$ cat src/rtl/updn_arb_pkg.sv
// Shared types and constants for the up/down counter arbiter.
// Optional build macro: UPDN_ARB_SATURATE_EN (saturating counter with early termination).
package updn_arb_pkg;

  typedef enum logic [1:0] {
    StIdle = 2'd0,
    StRun  = 2'd1,
    StDone = 2'd2
  } state_e;

  localparam logic DIR_UP   = 1'b1;
  localparam logic DIR_DOWN = 1'b0;

  localparam logic REQ0 = 1'b0;
  localparam logic REQ1 = 1'b1;

  // Round-robin pick: a lone valid wins; on a tie the requester not granted last wins.
  function automatic logic pick_req(input logic v0, input logic v1, input logic last_grant);
    if (v0 && v1) begin
      return ~last_grant;
    end else if (v0) begin
      return REQ0;
    end else begin
      return REQ1;
    end
  endfunction

endpackage

$ cat src/rtl/updn_counter_core.sv
// Up/down counter datapath: synchronous clear, enable-gated +/-1.
// Optional build macro: UPDN_ARB_SATURATE_EN (hold at the limits and flag them via at_limit).
module updn_counter_core
  import updn_arb_pkg::*;
#(
  parameter int unsigned WIDTH = 4
) (
  input  logic             clk,
  input  logic             reset,
  input  logic             clr,
  input  logic             en,
  input  logic             dir,
`ifdef UPDN_ARB_SATURATE_EN
  output logic             at_limit,
`endif
  output logic [WIDTH-1:0] q
);

  localparam logic [WIDTH-1:0] One = WIDTH'(1);

  logic [WIDTH-1:0] q_q, q_d;
  logic             hold;

`ifdef UPDN_ARB_SATURATE_EN
  // A step in the current direction would run past the top or bottom of the range.
  assign at_limit = (dir == DIR_UP) ? (q_q == '1) : (q_q == '0);
  assign hold     = at_limit;
`else
  assign hold = 1'b0;
`endif

  // Next counter value: clear wins over counting; arithmetic wraps modulo 2^WIDTH.
  always_comb begin
    q_d = q_q;
    if (clr) begin
      q_d = '0;
    end else if (en && !hold) begin
      q_d = (dir == DIR_UP) ? (q_q + One) : (q_q - One);
    end
  end

  // Counter register with synchronous reset.
  always_ff @(posedge clk) begin
    if (reset) begin
      q_q <= '0;
    end else begin
      q_q <= q_d;
    end
  end

  assign q = q_q;

endmodule

$ cat src/rtl/updn_counter_arbiter.sv
// Two-requester round-robin front end for a shared up/down counter.
// Each accepted command runs to completion, then a one-cycle done pulse names its owner.
// Optional build macro: UPDN_ARB_SATURATE_EN (adds sat output; commands end early at a limit).
module updn_counter_arbiter
  import updn_arb_pkg::*;
#(
  parameter int unsigned WIDTH = 4,
  parameter int unsigned STEPW = 8
) (
  input  logic             clk,
  input  logic             reset,
  input  logic             req0_valid,
  input  logic             req0_dir,
  input  logic [STEPW-1:0] req0_steps,
  output logic             req0_ready,
  input  logic             req1_valid,
  input  logic             req1_dir,
  input  logic [STEPW-1:0] req1_steps,
  output logic             req1_ready,
  input  logic             q_clear,
  output logic [WIDTH-1:0] q,
  output logic             busy,
  output logic             done,
`ifdef UPDN_ARB_SATURATE_EN
  output logic             sat,
`endif
  output logic             done_id
);

  localparam logic [STEPW-1:0] StepOne = STEPW'(1);

  state_e           state_q, state_d;
  logic             dir_q, dir_d;
  logic [STEPW-1:0] rem_q, rem_d;
  logic             owner_q, owner_d;
  logic             last_grant_q, last_grant_d;
`ifdef UPDN_ARB_SATURATE_EN
  logic             sat_q, sat_d;
  logic             at_limit;
`endif

  logic             sel;
  logic             sel_dir;
  logic [STEPW-1:0] sel_steps;
  logic             cnt_en;
  logic             core_clr;
  logic             stop_early;

  assign sel       = pick_req(req0_valid, req1_valid, last_grant_q);
  assign sel_dir   = (sel == REQ1) ? req1_dir : req0_dir;
  assign sel_steps = (sel == REQ1) ? req1_steps : req0_steps;

`ifdef UPDN_ARB_SATURATE_EN
  assign stop_early = at_limit;
`else
  assign stop_early = 1'b0;
`endif

  // Arbitration, command latch and FSM next-state; readies only ever rise in idle.
  always_comb begin
    state_d      = state_q;
    dir_d        = dir_q;
    rem_d        = rem_q;
    owner_d      = owner_q;
    last_grant_d = last_grant_q;
`ifdef UPDN_ARB_SATURATE_EN
    sat_d        = sat_q;
`endif
    req0_ready   = 1'b0;
    req1_ready   = 1'b0;
    cnt_en       = 1'b0;
    core_clr     = 1'b0;

    unique case (state_q)
      StIdle: begin
        core_clr = q_clear;
        // A clear takes this cycle; any pending command is accepted on the next one.
        if (!q_clear && (req0_valid || req1_valid)) begin
          req0_ready   = (sel == REQ0);
          req1_ready   = (sel == REQ1);
          dir_d        = sel_dir;
          rem_d        = sel_steps;
          owner_d      = sel;
          last_grant_d = sel;
`ifdef UPDN_ARB_SATURATE_EN
          sat_d        = 1'b0;
`endif
          state_d      = (sel_steps == '0) ? StDone : StRun;
        end
      end

      StRun: begin
        if (stop_early) begin
          // Counter holds; command finishes without its remaining steps.
`ifdef UPDN_ARB_SATURATE_EN
          sat_d   = 1'b1;
`endif
          state_d = StDone;
        end else begin
          cnt_en = 1'b1;
          rem_d  = rem_q - StepOne;
          if (rem_q == StepOne) begin
            state_d = StDone;
          end
        end
      end

      StDone: begin
        state_d = StIdle;
      end

      default: begin
        state_d = StIdle;
      end
    endcase
  end

  // State and command registers; last_grant resets to REQ1 so REQ0 wins the first tie.
  always_ff @(posedge clk) begin
    if (reset) begin
      state_q      <= StIdle;
      dir_q        <= DIR_DOWN;
      rem_q        <= '0;
      owner_q      <= REQ0;
      last_grant_q <= REQ1;
`ifdef UPDN_ARB_SATURATE_EN
      sat_q        <= 1'b0;
`endif
    end else begin
      state_q      <= state_d;
      dir_q        <= dir_d;
      rem_q        <= rem_d;
      owner_q      <= owner_d;
      last_grant_q <= last_grant_d;
`ifdef UPDN_ARB_SATURATE_EN
      sat_q        <= sat_d;
`endif
    end
  end

  updn_counter_core #(
    .WIDTH(WIDTH)
  ) u_core (
    .clk     (clk),
    .reset   (reset),
    .clr     (core_clr),
    .en      (cnt_en),
    .dir     (dir_q),
`ifdef UPDN_ARB_SATURATE_EN
    .at_limit(at_limit),
`endif
    .q       (q)
  );

  assign busy    = (state_q != StIdle);
  assign done    = (state_q == StDone);
  assign done_id = done & owner_q;
`ifdef UPDN_ARB_SATURATE_EN
  assign sat     = done & sat_q;
`endif

endmodule

$ cat config.mk
export PLATFORM = sky130hd
export DESIGN_NAME = updn_counter_arbiter
export DESIGN_NICKNAME = d
export VERILOG_FILES = /design/src/rtl/updn_arb_pkg.sv /design/src/rtl/updn_counter_core.sv /design/src/rtl/updn_counter_arbiter.sv
export SDC_FILE = /design/constraint.sdc
export NUM_CORES = 1
export LEC_CHECK = 0
export CAP_MARGIN = 20
export CORE_MARGIN = 2
export CORE_UTILIZATION = 50
export DETAILED_ROUTE_END_ITERATION = 6
export GPL_TIMING_DRIVEN = 0
export PLACE_DENSITY = 0.95
export SYNTH_ARGS = -nofsm -noshare
export SYNTH_HDL_FRONTEND = slang
export SYNTH_SLANG_ARGS = --single-unit
$ cat constraint.sdc
create_clock -name clk -period 2.31 [get_ports clk]
set_input_delay 0.462 -clock clk [delete_from_list [all_inputs] [get_ports clk]]
set_output_delay 0.462 -clock clk [all_outputs]
set_load 0.005 [all_outputs]
==> results_dict.tcl, run 1 <==
set metrics [dict create \
    clk_pin_slew_worst_paths_ns 0.10 \
    power.density_cell_area_nw_per_um2 598 \
    result_of_the_run "finished, final reports clean" \
    register_area_sq_um 340 \
    layout.cells.most_common_list "clkdlybuf4s50_1 (26), dfxtp_1 (17), nor2_1 (15)" \
    tritoncts.num_buffers 3 \
    hpwlAfterDp_microns 2230 \
    mappedNetlistNets 170 \
    area_delta_synth_final_pct 34.9 \
    end_kind "primary output" \
    setup_viol_count_final 0 \
    clock_sink_count 17 \
    io-pin-count 32 \
    port-buffer-count 31 \
    final_common_cell "clkdlybuf4s50_1" \
    syn_inst 142 \
    initial_core_util 0.517 \
    peakVddDrop_mv 0.390 \
    timing_max_transition_violations_final 0 \
    antenna_violating_nets_post_route 0 \
    syn_avg_cell_area_sq_um 7.82 \
    die_w_microns 51.1 \
    antenna_violations_before_repair 0 \
    drt_iter0_markers 45 \
    route.detailed.vias_per_inst 6.01 \
    clock_latency_ns 0.29 \
    worst-endpoint-arrival_ns 1.71 \
    detail_route.wirelength_microns 2920 \
    timing_worst_setup_path_type "input port to primary output" \
    finalCritPeriodShare 0.942 \
    yosys_warnings 0 \
    detailedRoute.firstPassIterationCount 4 \
    synth_seq_cells 17 \
    final_layout_size_suffix_gt1_frac 0.0894 \
    clockRootBuffer "clkbuf_4" \
    wl_per_cell_microns 14.1 \
    place.gp.congestion 0.822 \
    final.hold.worst_slack_ns 0.536 \
    timing_worst_slew_pin_value_ns 0.473 \
    worstPathRequired_ns 1.85 \
    grt_first_pass_wirelength_microns 4930 \
    final.fill_count 172 \
    rsz0062_at_grt "false" \
    dpl_cell_area_sq_um 1460 \
    fin_nets 208 \
    ys_seq_area_frac 0.306 \
    p_leak_nw 0.609 \
    multi_input_comb_area_sq_um 718 \
    placement_rows 17 \
    fin_skew_ns 0.00471 \
    synth.cell_area_sq_um 1110 \
    vias_in_the_first_global_route 1180 \
    htree_num_levels 1 \
    num_antenna_cells 0 \
    overall_die_height_microns 51.1 \
    finalHoldViolCount 0 \
    grt_use_total 0.246 \
    yosysUniqueCellTypes 38 \
    final.min_clock_period_ns 2.18 \
    cp_max_fo 10 \
    drv_cap 0 \
    max_buffers_root_to_sink 2 \
    fin_area_sq_um 1500 \
    core_area_sq_um 2150 \
    detail_route.drc_violations 0 \
    achievable-frequency_mhz 460 \
    grt_overflow 0 \
    grt_start_max_net_pins 11 \
    min-delay-path-class "register to register" \
    max_slew_margin 0.685 \
    detailroute.via_count 1244 \
    critical_path.startpoint_type "input port" \
    cts_tree "done" \
    fp.dieArea_sq_um 2620 \
]
## final timing paths
path                              endpoint                      from  slack [ns]  cells after the start
hold reg to reg   u_core.q[1]$_SDFFE_PP0P_  u_core.q[1]$_SDFFE_PP0P_        0.54                      2
setup reg to reg  u_core.q[3]$_SDFFE_PP0P_        dir_q$_SDFFE_PP0P_        0.59                      6
setup / recovery                req1_ready                req1_valid        0.13                      7
hold / removal    u_core.q[1]$_SDFFE_PP0P_  u_core.q[1]$_SDFFE_PP0P_        0.54                      2
## Yosys cell counts
master | n | share of area
o211ai_1 | 2 | 0.014
nand4_1 | 1 | 0.0056
and3_1 | 5 | 0.028
dfxtp_1 | 17 | 0.31
nor4_2 | 1 | 0.011
a211oi_1 | 4 | 0.027
a31o_2 | 1 | 0.0079
or3_1 | 1 | 0.0056
fa_1 | 1 | 0.018
a21oi_1 | 7 | 0.032
a21boi_0 | 5 | 0.034
o22ai_1 | 2 | 0.011
a311oi_1 | 1 | 0.0079
a21o_1 | 1 | 0.0068
nand3_1 | 4 | 0.018
clkbuf_1 | 4 | 0.014
ha_1 | 4 | 0.045
mux2_2 | 1 | 0.010
o21a_1 | 1 | 0.0068
o21ai_0 | 11 | 0.050
nor4_1 | 7 | 0.039
buf_2 | 2 | 0.0090
nand2b_1 | 2 | 0.011
nor2_1 | 15 | 0.051
or3_2 | 1 | 0.0068
or2_2 | 1 | 0.0056
and2_1 | 2 | 0.011
o211a_1 | 2 | 0.018
mux2i_1 | 4 | 0.036
nor2b_1 | 3 | 0.017
a211o_2 | 1 | 0.0090
a31oi_1 | 4 | 0.023
nand2_1 | 8 | 0.027
nor3_1 | 4 | 0.018
o2bb2ai_1 | 1 | 0.0079
or4_4 | 1 | 0.010
xnor2_1 | 2 | 0.016
inv_1 | 8 | 0.027
## sequential cells by signal (all words and copies together), names as in the netlist
name,count
u_core.q,4
state_q,2
last_grant_q,1
dir_q,1
owner_q,1
rem_q,8
## area by class of cell
| type | instances | share of cell area |
|---|---|---|
| well taps | 28 | 0.0234 |
| inverters | 8 | 0.0200 |
| multi-input cells | 111 | 0.479 |
| clock buffers | 4 | 0.0175 |
| plain buffers | 6 | 0.0184 |
| repair buffers | 33 | 0.215 |
| flip-flops and latches | 17 | 0.227 |
## critical path: stages
cell           delay [ns]
dlygate4sd2_1        0.25
nor2_1               0.07
nor4_2               0.23
buf_4                0.18
buf_4                0.15
and2_1               0.13
dlygate4sd2_1        0.23
## layer usage
layer | global-route usage | share of wire
met2 | 0.476 | 0.51
met3 | 0.0263 | 0.062
met1 | 0.254 | 0.40
met4 | 0.135 | 0.033
met5 | 0 | 0
## where the power goes
part | leakage, nW | internal [W] | switching (W)
clock network | 0.0150 | 0.0000672 | 0.0000958
logic | 0.455 | 0.000176 | 0.000175
registers | 0.140 | 0.000334 | 0.0000477
## timing repair
action	4_1_cts	5_1_grt
endpoints found under the setup margin	2	0
hold buffers	0	0
buffers inserted	2	0
endpoints found under the hold margin	0	0
gates resized for setup	9	0
## stage by stage
step	power (W)	setup TNS [ns]	worst slack, ns	utilization	cells
after detailed placement	0.000724	-0.704	-0.411	0.678	201
after global routing	0.000951	0	0.0245	0.698	207
final	0.000896	0	0.134	0.698	207
after global placement	0.000707	-0.699	-0.420	0.678	201
after CTS	0.000887	0	0.198	0.698	207
after floorplan	0.000597	0	0.732	-	142
## cell families after synthesis
| logic type | share of synthesized area |
|---|---|
| buffers and inverters | 0.0495 |
| xor gates and xnor gates | 0.0158 |
| AOI/OAI and AO/OA | 0.253 |
| muxes | 0.0462 |
| adders and majority gates | 0.0631 |
| DFF | 0.306 |
| and+or+nand+nor | 0.266 |
Note: power is estimated with default switching activity, not from simulation.
==> inputs of run 2 (changes only) <==
==> constraint.sdc (replaced) <==
create_clock -name clk -period 2.71 [get_ports clk]
set_input_delay 0.542 -clock clk [delete_from_list [all_inputs] [get_ports clk]]
set_output_delay 0.542 -clock clk [all_outputs]
set_load 0.005 [all_outputs]
==> run 2 against run 1 <==
Compared with the run above:
- setup slack better by 0.0050 ns
- register-to-register slack better by 0.41 ns
- first-iteration DRC count down 13%
- largest cell class unchanged
==> results_dict.tcl, run 2 (synthesis results as in run 1) <==
set metrics [dict create \
    multi_input_comb_area_sq_um 718 \
    result_of_the_run "finished, final reports clean" \
    power.density_cell_area_nw_per_um2 509 \
    finalWorstSetupSlack_ns 0.139 \
    cts_tree "done" \
    final_layout_size_suffix_gt1_frac 0.0838 \
    port-buffer-count 31 \
    core_area_sq_um 2150 \
    worstPathRequired_ns 2.17 \
    num_antenna_cells 0 \
    vias_in_the_first_global_route 1172 \
    register_area_sq_um 340 \
    grt_start_max_net_pins 11 \
    die_w_microns 51.1 \
    route.detailed.vias_per_inst 5.98 \
    final.min_clock_period_ns 2.57 \
    path_common_cell "buf_4" \
    fp.dieArea_sq_um 2620 \
    grt_overflow 0 \
    max_buffers_root_to_sink 2 \
    placement_stage_worst_setup_slack_ns -0.171 \
    placedCellCount 201 \
    fin_skew_ns 0.00208 \
    layout.cells.most_common_list "clkdlybuf4s50_1 (28), dfxtp_1 (17), nor2_1 (15)" \
    io-pin-count 32 \
    dpl_cell_area_sq_um 1460 \
    detail_route.wirelength_microns 2910 \
    clock_sink_count 17 \
    timing_worst_setup_path_type "input port to primary output" \
    htree_num_levels 1 \
    drv_cap 0 \
    drt_iter0_markers 39 \
    clk_pin_slew_worst_paths_ns 0.10 \
    grt_first_pass_wirelength_microns 4870 \
    end_kind "primary output" \
    clockRootBuffer "clkbuf_4" \
    p_leak_nw 0.610 \
    clock_latency_ns 0.29 \
    fin_area_sq_um 1500 \
    overall_die_height_microns 51.1 \
    instances_no_fill 207 \
    detailedRoute.firstPassIterationCount 4 \
    critPathTopFamily "buffers and inverters" \
    timing.critical_path.slowest_stage_cell "clkdlybuf4s50_1" \
    fin_total_pwr_w 0.000764 \
    antenna_violating_nets_post_route 0 \
    fin_nets 208 \
    final_common_cell "clkdlybuf4s50_1" \
    max_slew_margin 0.684 \
    finalHoldViolCount 0 \
    hpwlAfterDp_microns 2230 \
    detailroute.via_count 1238 \
    final.hold.worst_slack_ns 0.536 \
    critical_path.max_stage_delay_ns 0.50 \
    timing_max_transition_violations_final 0 \
    achievable-frequency_mhz 389 \
    peakVddDrop_mv 0.330 \
    placement_rows 17 \
    worst-endpoint-arrival_ns 2.03 \
    area_delta_synth_final_pct 35.2 \
    timing.critical_path.cells "dlygate4sd2_1 > nor2_1 > nor4_2 > buf_4 > buf_4 > and2_1 > clkdlybuf4s50_1" \
    antenna_violations_before_repair 0 \
    initial_core_util 0.517 \
    detail_route.drc_violations 0 \
    timing_worst_slew_pin_value_ns 0.474 \
    registers.top_by_ff_count "rem_q" \
    final.fill_count 168 \
    number_of_buffer_and_inverter_instances_along_the_worst_setup_path 4 \
    largest_register_ffs 8 \
    setup_viol_count_final 0 \
    cp_max_fo 10 \
    wl_per_cell_microns 14.1 \
    place.gp.congestion 0.822 \
    highest_layer "met4" \
    critical_path.startpoint_type "input port" \
    met3WireLength_microns 183 \
    detailroute.wirelength.met2_microns 1500 \
    min-delay-path-class "register to register" \
    met1Wirelength_microns 1140 \
    finalCritPeriodShare 0.949 \
    grt_use_total 0.243 \
    tritoncts.num_buffers 3 \
    rsz0062_at_grt "false" \
]
==> run 2: cell types whose count changed in the layout (fill, tap and decap cells not counted) <==
| cell | change |
|---|---|
| dlymetal6s2s_1 | +1 |
| clkdlybuf4s50_1 | +2 |
| clkdlybuf4s15_2 | -1 |
| dlygate4sd2_1 | -2 |
==> run 2: power breakdown <==
group | internal (W) | switching, W | total [W]
clock | 0.0000573 | 0.0000806 | 0.000138
sequential | 0.000285 | 0.0000407 | 0.000325
combinational | 0.000152 | 0.000149 | 0.000301
total | 0.000494 | 0.000270 | 0.000764
==> run 2: what timing repair did <==
action	in CTS	in global routing
pin swaps	1	1
endpoints found under the setup margin	2	2
setup buffers	2	0
hold buffers	0	0
resized for setup	4	1
==> run 2: metal layers <==
| metal | vias up | track usage |
|---|---|---|
| met2 | 54 | 0.468 |
| li1 | 599 | - |
| met4 | 0 | 0.135 |
| met1 | 576 | 0.252 |
| met5 | - | 0 |
| met3 | 9 | 0.0263 |
==> run 2: metrics by stage <==
stage / utilization / TNS [ns]
floorplan: - / 0
global placement: 0.678 / -0.219
detailed placement: 0.678 / -0.224
CTS: 0.698 / 0
global route: 0.699 / 0
finish: 0.699 / 0
==> run 2: final timing paths <==
path	start	endpoint	slack, ns	depth (start not counted)
worst max-delay path	req0_valid	req1_ready	0.14	7
worst min register to register	u_core.q[1]$_SDFFE_PP0P_	u_core.q[1]$_SDFFE_PP0P_	0.54	2
worst min-delay path	u_core.q[1]$_SDFFE_PP0P_	u_core.q[1]$_SDFFE_PP0P_	0.54	2
worst max register to register	dir_q$_SDFFE_PP0P_	u_core.q[3]$_SDFFE_PP0P_	1.00	6
==> run 2: area by class of cell <==
type	instances	share of cell area
multi-input combinational	111	0.478
sequential	17	0.226
timing repair buffer	33	0.216
tap	28	0.0233
inverter	8	0.0200
buffer	6	0.0183
clock buffer	4	0.0175
==> run 2: worst register-to-register path, stage by stage, from the launching register on <==
cell and delay [ns]:
dfxtp_1 0.38, inv_1 0.11, ha_1 0.34, a21oi_1 0.09, a211oi_1 0.23, a31o_2 0.14
mux2_2 0.32
